[src/rtl/lane_stage_pkg.sv]
// Shared definitions for the lane skid stage: mode encodings, skid FSM states,
// and a width-generic saturating increment.
package lane_stage_pkg;

    localparam int unsigned MODE_PASS = 0;
    localparam int unsigned MODE_REG  = 1;
    localparam int unsigned MODE_SKID = 2;

    typedef enum logic [1:0] {ST_EMPTY, ST_ONE, ST_FULL} skid_state_e;

    localparam int unsigned SAT_MAX_W = 64;

    // Increments value, holding at the all-ones value of a 'width'-bit counter.
    function automatic logic [SAT_MAX_W-1:0] sat_inc(input logic [SAT_MAX_W-1:0] value,
                                                     input int unsigned          width);
        logic [SAT_MAX_W-1:0] max_v;
        if (width >= SAT_MAX_W) max_v = '1;
        else                    max_v = (64'd1 << width) - 64'd1;
        return (value >= max_v) ? max_v : value + 64'd1;
    endfunction

endpackage

[src/rtl/lane_sat_counter.sv]
// Saturating event counter with synchronous clear that takes priority over increment.
module lane_sat_counter
    import lane_stage_pkg::*;
#(
    parameter int unsigned CNT_W = 16
) (
    input  logic             clk,
    input  logic             rst_n,
    input  logic             clr,
    input  logic             inc,
    output logic [CNT_W-1:0] count
);

    logic [CNT_W-1:0] count_q;
    logic [CNT_W-1:0] count_d;

    always_comb begin
        count_d = count_q;
        if (clr)      count_d = '0;
        else if (inc) count_d = CNT_W'(sat_inc(SAT_MAX_W'(count_q), CNT_W));
    end

    always_ff @(posedge clk or negedge rst_n) begin
        if (!rst_n) count_q <= '0;
        else        count_q <= count_d;
    end

    assign count = count_q;

endmodule

[src/rtl/lane_skid_stage.sv]
// Elastic valid/ready stage for a LANES-wide bundle; MODE selects passthrough,
// single pipeline register, or 2-entry skid buffer. Includes handshake/stall counters.
module lane_skid_stage
    import lane_stage_pkg::*;
#(
    parameter int unsigned WIDTH = 8,
    parameter int unsigned LANES = 5,
    parameter int unsigned MODE  = 2,
    parameter int unsigned CNT_W = 16
) (
    input  logic                   clk,
    input  logic                   rst_n,
    input  logic                   in_valid,
    output logic                   in_ready,
    input  logic [LANES*WIDTH-1:0] in_data,
    output logic                   out_valid,
    input  logic                   out_ready,
    output logic [LANES*WIDTH-1:0] out_data,
    output logic [CNT_W-1:0]       xfer_cnt,
    output logic [CNT_W-1:0]       stall_cnt,
    input  logic                   clr_cnt
);

    logic out_xfer;
    logic out_stall;

    assign out_xfer  = out_valid & out_ready;
    assign out_stall = out_valid & ~out_ready;

    lane_sat_counter #(.CNT_W(CNT_W)) u_xfer_cnt (
        .clk   (clk),
        .rst_n (rst_n),
        .clr   (clr_cnt),
        .inc   (out_xfer),
        .count (xfer_cnt)
    );

    lane_sat_counter #(.CNT_W(CNT_W)) u_stall_cnt (
        .clk   (clk),
        .rst_n (rst_n),
        .clr   (clr_cnt),
        .inc   (out_stall),
        .count (stall_cnt)
    );

    generate
        case (MODE)
            MODE_PASS: begin : g_pass
                assign out_valid = in_valid;
                assign in_ready  = out_ready;
                assign out_data  = in_data;
            end

            MODE_REG: begin : g_reg
                logic valid_q;
                logic valid_d;
                logic load;

                assign in_ready = ~valid_q | out_ready;

                always_comb begin
                    load    = in_valid & in_ready;
                    valid_d = valid_q;
                    if (load)           valid_d = 1'b1;
                    else if (out_ready) valid_d = 1'b0;
                end

                always_ff @(posedge clk or negedge rst_n) begin
                    if (!rst_n) valid_q <= 1'b0;
                    else        valid_q <= valid_d;
                end

                assign out_valid = valid_q;

                for (genvar i = 0; i < LANES; i++) begin : g_lane
                    logic [WIDTH-1:0] data_q;
                    logic [WIDTH-1:0] data_d;

                    always_comb begin
                        data_d = data_q;
                        if (load) data_d = in_data[i*WIDTH +: WIDTH];
                    end

                    always_ff @(posedge clk or negedge rst_n) begin
                        if (!rst_n) data_q <= '0;
                        else        data_q <= data_d;
                    end

                    assign out_data[i*WIDTH +: WIDTH] = data_q;
                end
            end

            MODE_SKID: begin : g_skid
                skid_state_e state_q;
                skid_state_e state_d;
                logic        in_ready_q;
                logic        in_ready_d;
                logic        in_xfer;
                logic        load_m_in;
                logic        load_m_s;
                logic        load_s;

                // M valid = state != EMPTY, S valid = state == FULL
                always_comb begin
                    state_d   = state_q;
                    load_m_in = 1'b0;
                    load_m_s  = 1'b0;
                    load_s    = 1'b0;
                    in_xfer   = in_valid & in_ready_q;
                    case (state_q)
                        ST_EMPTY: begin
                            if (in_xfer) begin
                                load_m_in = 1'b1;
                                state_d   = ST_ONE;
                            end
                        end
                        ST_ONE: begin
                            case ({in_xfer, out_ready})
                                2'b10: begin
                                    load_s  = 1'b1;
                                    state_d = ST_FULL;
                                end
                                2'b01:   state_d   = ST_EMPTY;
                                2'b11:   load_m_in = 1'b1;
                                default: state_d   = ST_ONE;
                            endcase
                        end
                        ST_FULL: begin
                            if (out_ready) begin
                                load_m_s = 1'b1;
                                state_d  = ST_ONE;
                            end
                        end
                        default: state_d = ST_EMPTY;
                    endcase
                    in_ready_d = (state_d != ST_FULL);
                end

                always_ff @(posedge clk or negedge rst_n) begin
                    if (!rst_n) begin
                        state_q    <= ST_EMPTY;
                        in_ready_q <= 1'b1;
                    end else begin
                        state_q    <= state_d;
                        in_ready_q <= in_ready_d;
                    end
                end

                assign in_ready  = in_ready_q;
                assign out_valid = (state_q != ST_EMPTY);

                for (genvar i = 0; i < LANES; i++) begin : g_lane
                    logic [WIDTH-1:0] m_q;
                    logic [WIDTH-1:0] m_d;
                    logic [WIDTH-1:0] s_q;
                    logic [WIDTH-1:0] s_d;

                    always_comb begin
                        m_d = m_q;
                        s_d = s_q;
                        if (load_m_in)     m_d = in_data[i*WIDTH +: WIDTH];
                        else if (load_m_s) m_d = s_q;
                        if (load_s)        s_d = in_data[i*WIDTH +: WIDTH];
                    end

                    always_ff @(posedge clk or negedge rst_n) begin
                        if (!rst_n) begin
                            m_q <= '0;
                            s_q <= '0;
                        end else begin
                            m_q <= m_d;
                            s_q <= s_d;
                        end
                    end

                    assign out_data[i*WIDTH +: WIDTH] = m_q;
                end
            end

            default: begin : g_bad_mode
                $error("lane_skid_stage: unsupported MODE %0d", MODE);
            end
        endcase
    endgenerate

endmodule

[config.mk]
export PLATFORM = sky130hd
export DESIGN_NAME = lane_skid_stage
export DESIGN_NICKNAME = d
export VERILOG_FILES = /design/src/rtl/lane_stage_pkg.sv /design/src/rtl/lane_sat_counter.sv /design/src/rtl/lane_skid_stage.sv
export SDC_FILE = /design/constraint.sdc
export NUM_CORES = 1
export LEC_CHECK = 0
export CAP_MARGIN = 10
export CORE_MARGIN = 5
export CORE_UTILIZATION = 30
export CTS_CLUSTER_SIZE = 40
export DETAILED_ROUTE_END_ITERATION = 16
export HOLD_SLACK_MARGIN = 0.02
export PLACE_DENSITY = 0.58
export REMOVE_ABC_BUFFERS = 1
export SLEW_MARGIN = 15
export SYNTH_ARGS = -nofsm -noshare
export SYNTH_HDL_FRONTEND = slang
export SYNTH_HIERARCHICAL = 1
export SYNTH_SLANG_ARGS = --single-unit
[constraint.sdc]
create_clock -name clk -period 2.2 [get_ports clk]
set_clock_uncertainty 0.15 [all_clocks]
set_input_delay 0.33 -clock clk [delete_from_list [all_inputs] [get_ports clk]]
set_output_delay 0.33 -clock clk [all_outputs]
set_load 0.005 [all_outputs]
==> summary.txt <==
Timing
  • RSZ-0062 raised after global routing: false
  • Final setup violation count: 0
  • Fmax: 476.7 MHz
  • Final period util: 0.9534
  • Max Slew Vio Count: 0
  • Worst Tran Pin Value: 432.8 ps
  • Setup TNS: 0 ps
  • Relative slew slack: 0.7114
  • Fin. Hold Viols: 0
  • Minimum hold slack: 249.2 ps
  • Fin crit period: 2098 ps

Cells and area
  • Final Util: 0.4287
  • ANT cells: 0
  • Most frequent cells in the layout: clkdlybuf4s50_1 (117), dfrtp_1 (114), mux2_4 (40), o32a_1 (40), o21a_1 (40)
  • Post-layout nets: 622
  • Non-Filler Instances: 817
  • Synth-to-layout area growth: 42.03%
  • Proportion of layout cells with a drive suffix above 1: 0.2177
  • Commonest non-fill, non-tap cell in the layout: clkdlybuf4s50_1
  • Fillers: 1,591

Synthesis
  • Post-synth EDFFs: 0
  • Syn. warnings: 6
  • Synth Register Bits: 115
  • Area leader, netlist: dfrtp_1
  • Register area share after synthesis: 0.5346
  • Synth top area share: 0.5297
  • Asr flop ratio synth: 1.000
  • Mapped cell area: 5385 um2
  • Mean Syn Cell Area: 12.47 um2
  • Top post-synthesis cells by area: dfrtp_1 (53%), mux2_4 (11%), o32a_1 (7.4%)
  • Post-Syn Instances: 432
  • Yosys cell types: 42
  • Synth Flop Type: dfrtp_1

Setup path
  • Setup crit end kind: primary output
  • Slowest CP cell: clkdlybuf4s50_1
  • Worst path bufs/invs: 1
  • Worst path required time: 1720 ps
  • Cell count of the worst reg-to-reg path: 7
  • Critical setup path kind: flip-flop to primary output
  • Crit-path cells: or2_2, clkdlybuf4s50_1
  • Critical path depth in cells: 2
  • WP data arrival: 1620 ps
  • Crit start category: flip-flop
  • Worst path top cell family by delay: buffers and inverters
  • CP max FO: 6
  • Max incr delay on CP: 460 ps

Place
  • Detailed placement HPWL: 9573 um
  • Gpl congestion: 0.8486
  • Cells after DPL: 782
  • Port-buffer cells: 118

Global route
  • Vias in the first global route: 4,319
  • First-pass GRT wire length: 23,230 um
  • Largest net degree at the start of global routing: 45
  • GRT overflow: 0
  • Initial antenna violation count: 0
  • Gr usage total: 0.1412

Route
  • 1st-pass router iterations: 4
  • Total number of vias: 4,132
  • DRC viols: 0
  • DRT iter0 DRCs: 130
  • Antenna-violating nets left: 0
  • Vias per cell: 5.058
  • Routed len/inst: 17.32 um
  • Overall routed net length: 14,150 um

Power and ir drop
  • Pwr/cell area: 1177 nW/um2
  • Pleak: 3.224 nW
  • Worst vdd ir: 0.6186 mV

CTS
  • CTS tree: done
  • CTS Sinks: 115
  • Longest Clk Path Bufs: 2
  • Root Driver: clkbuf_16
  • Latest clock arrival within the worst-skew pair: 410 ps
  • Htree depth: 4
  • Worst-path clk slew: 60 ps
  • Num CTS Buffers: 17

Die
  • Die Wd: 144.0 um
  • DIE HEIGHT: 144.0 um
  • Core area: 17,840 um2
  • Initial cell density of the core: 0.3018
  • Die area: 20,730 um2
  • # IOs: 119
  • Row count: 49

Hold path
  • HP Class: input pin to asynchronous set/reset pin

Run status
  • Status: finished clean

Flow run
  • Max-cap viol count: 0
==> sequential cells by signal, summed over array words and instances (netlist names) <==
name	cells
u_xfer_cnt/count	16
u_stall_cnt/count	16
g_skid.g_lane.m_q	40
g_skid.g_lane.s_q	40
g_skid.state_q	2
in_ready	1
==> report_power, final <==
group,leakage (nW),switching (mW),internal [mW]
Combinational,1.55,1.01,1.92
Sequential,1.40,0.508,2.90
Clock,0.273,1.04,1.63
==> worst register-to-register path, delay by kind of cell, from the launching register on <==
kind	cells	cell delay, ps
AND/OR/NAND/NOR	4	790
AO/OA/AOI/OAI	1	280
flip-flops	1	420
buffers and inverters	2	320
==> cells in the mapped netlist, types with 7 or more instances <==
cell	instances
nor2_1	29
dfrtp_1	114
clkbuf_1	12
nand2_1	7
nor3_1	24
mux2_4	40
a31oi_1	8
o21a_1	40
nand3_1	10
buf_2	10
o32a_1	40
inv_1	13
a21oi_1	15
==> cells by family (layout without fill, tap and decap cells) <==
kind of cell / after synthesis / count (layout) / synth area share
fa+ha+maj: 2 / 2 / 0.004646
mux: 41 / 41 / 0.1134
simple gates: 106 / 106 / 0.1199
buf+inv: 42 / 198 / 0.04066
compound gates: 126 / 126 / 0.1868
flops: 115 / 115 / 0.5346
==> path summary, 6_finish.rpt <==
| check | from | to | slack, ps |
|---|---|---|---|
| max | g_skid.state_q[1] | out_valid | 100 |
| min reg2reg | g_skid.g_lane[4].m_q[2] | g_skid.g_lane[4].m_q[2] | 340 |
| max in group asynchronous | rst_n | g_skid.g_lane[4].m_q[3] | 1050 |
| min | rst_n | g_skid.g_lane[0].m_q[6] | 250 |
| min in group clk | g_skid.g_lane[4].m_q[2] | g_skid.g_lane[4].m_q[2] | 340 |
| max reg2reg | g_skid.state_q[1] | u_xfer_cnt/count[13] | 140 |
==> stage by stage <==
step           total power, mW  instance area [um2]  setup slack [ps]
6_report                 8.999                 7649             102.5
5_1_grt                  9.500                 7649             27.43
4_1_cts                  9.135                 7629             71.83
3_5_place_dp             6.366                 7039             7.317
3_3_place_gp             6.293                 7039             20.00
2_1_floorplan            4.809                 5215             -1503
==> final cells by class <==
| type | instances | area [um2] | area share |
|---|---|---|---|
| timing repair buffer | 153 | 1544 | 0.2019 |
| clock buffer | 19 | 452.9 | 0.05922 |
| clock inverter | 13 | 126.4 | 0.01652 |
| sequential | 115 | 2879 | 0.3764 |
| inverter | 13 | 48.80 | 0.006380 |
| tap | 229 | 286.5 | 0.03746 |
| multi-input combinational | 275 | 2311 | 0.3021 |
==> per-layer routing <==
metal | wire length, um | GRT usage | vias to the layer above
li1 | - | - | 1937
met1 | 6753 | 0.1935 | 2061
met2 | 6414 | 0.2112 | 124
met3 | 877 | 0.04762 | 10
met4 | 102 | 0.04509 | 0
met5 | 0 | 0 | -
==> repair_timing <==
| item | CTS | global route |
|---|---|---|
| resized for setup | 0 | 2 |
| endpoints found under the hold margin | 26 | 0 |
| buffers inserted | 0 | 2 |
| hold buffers | 1 | 0 |
| setup endpoints to repair | 0 | 2 |
(Power assumes the default switching activity.)
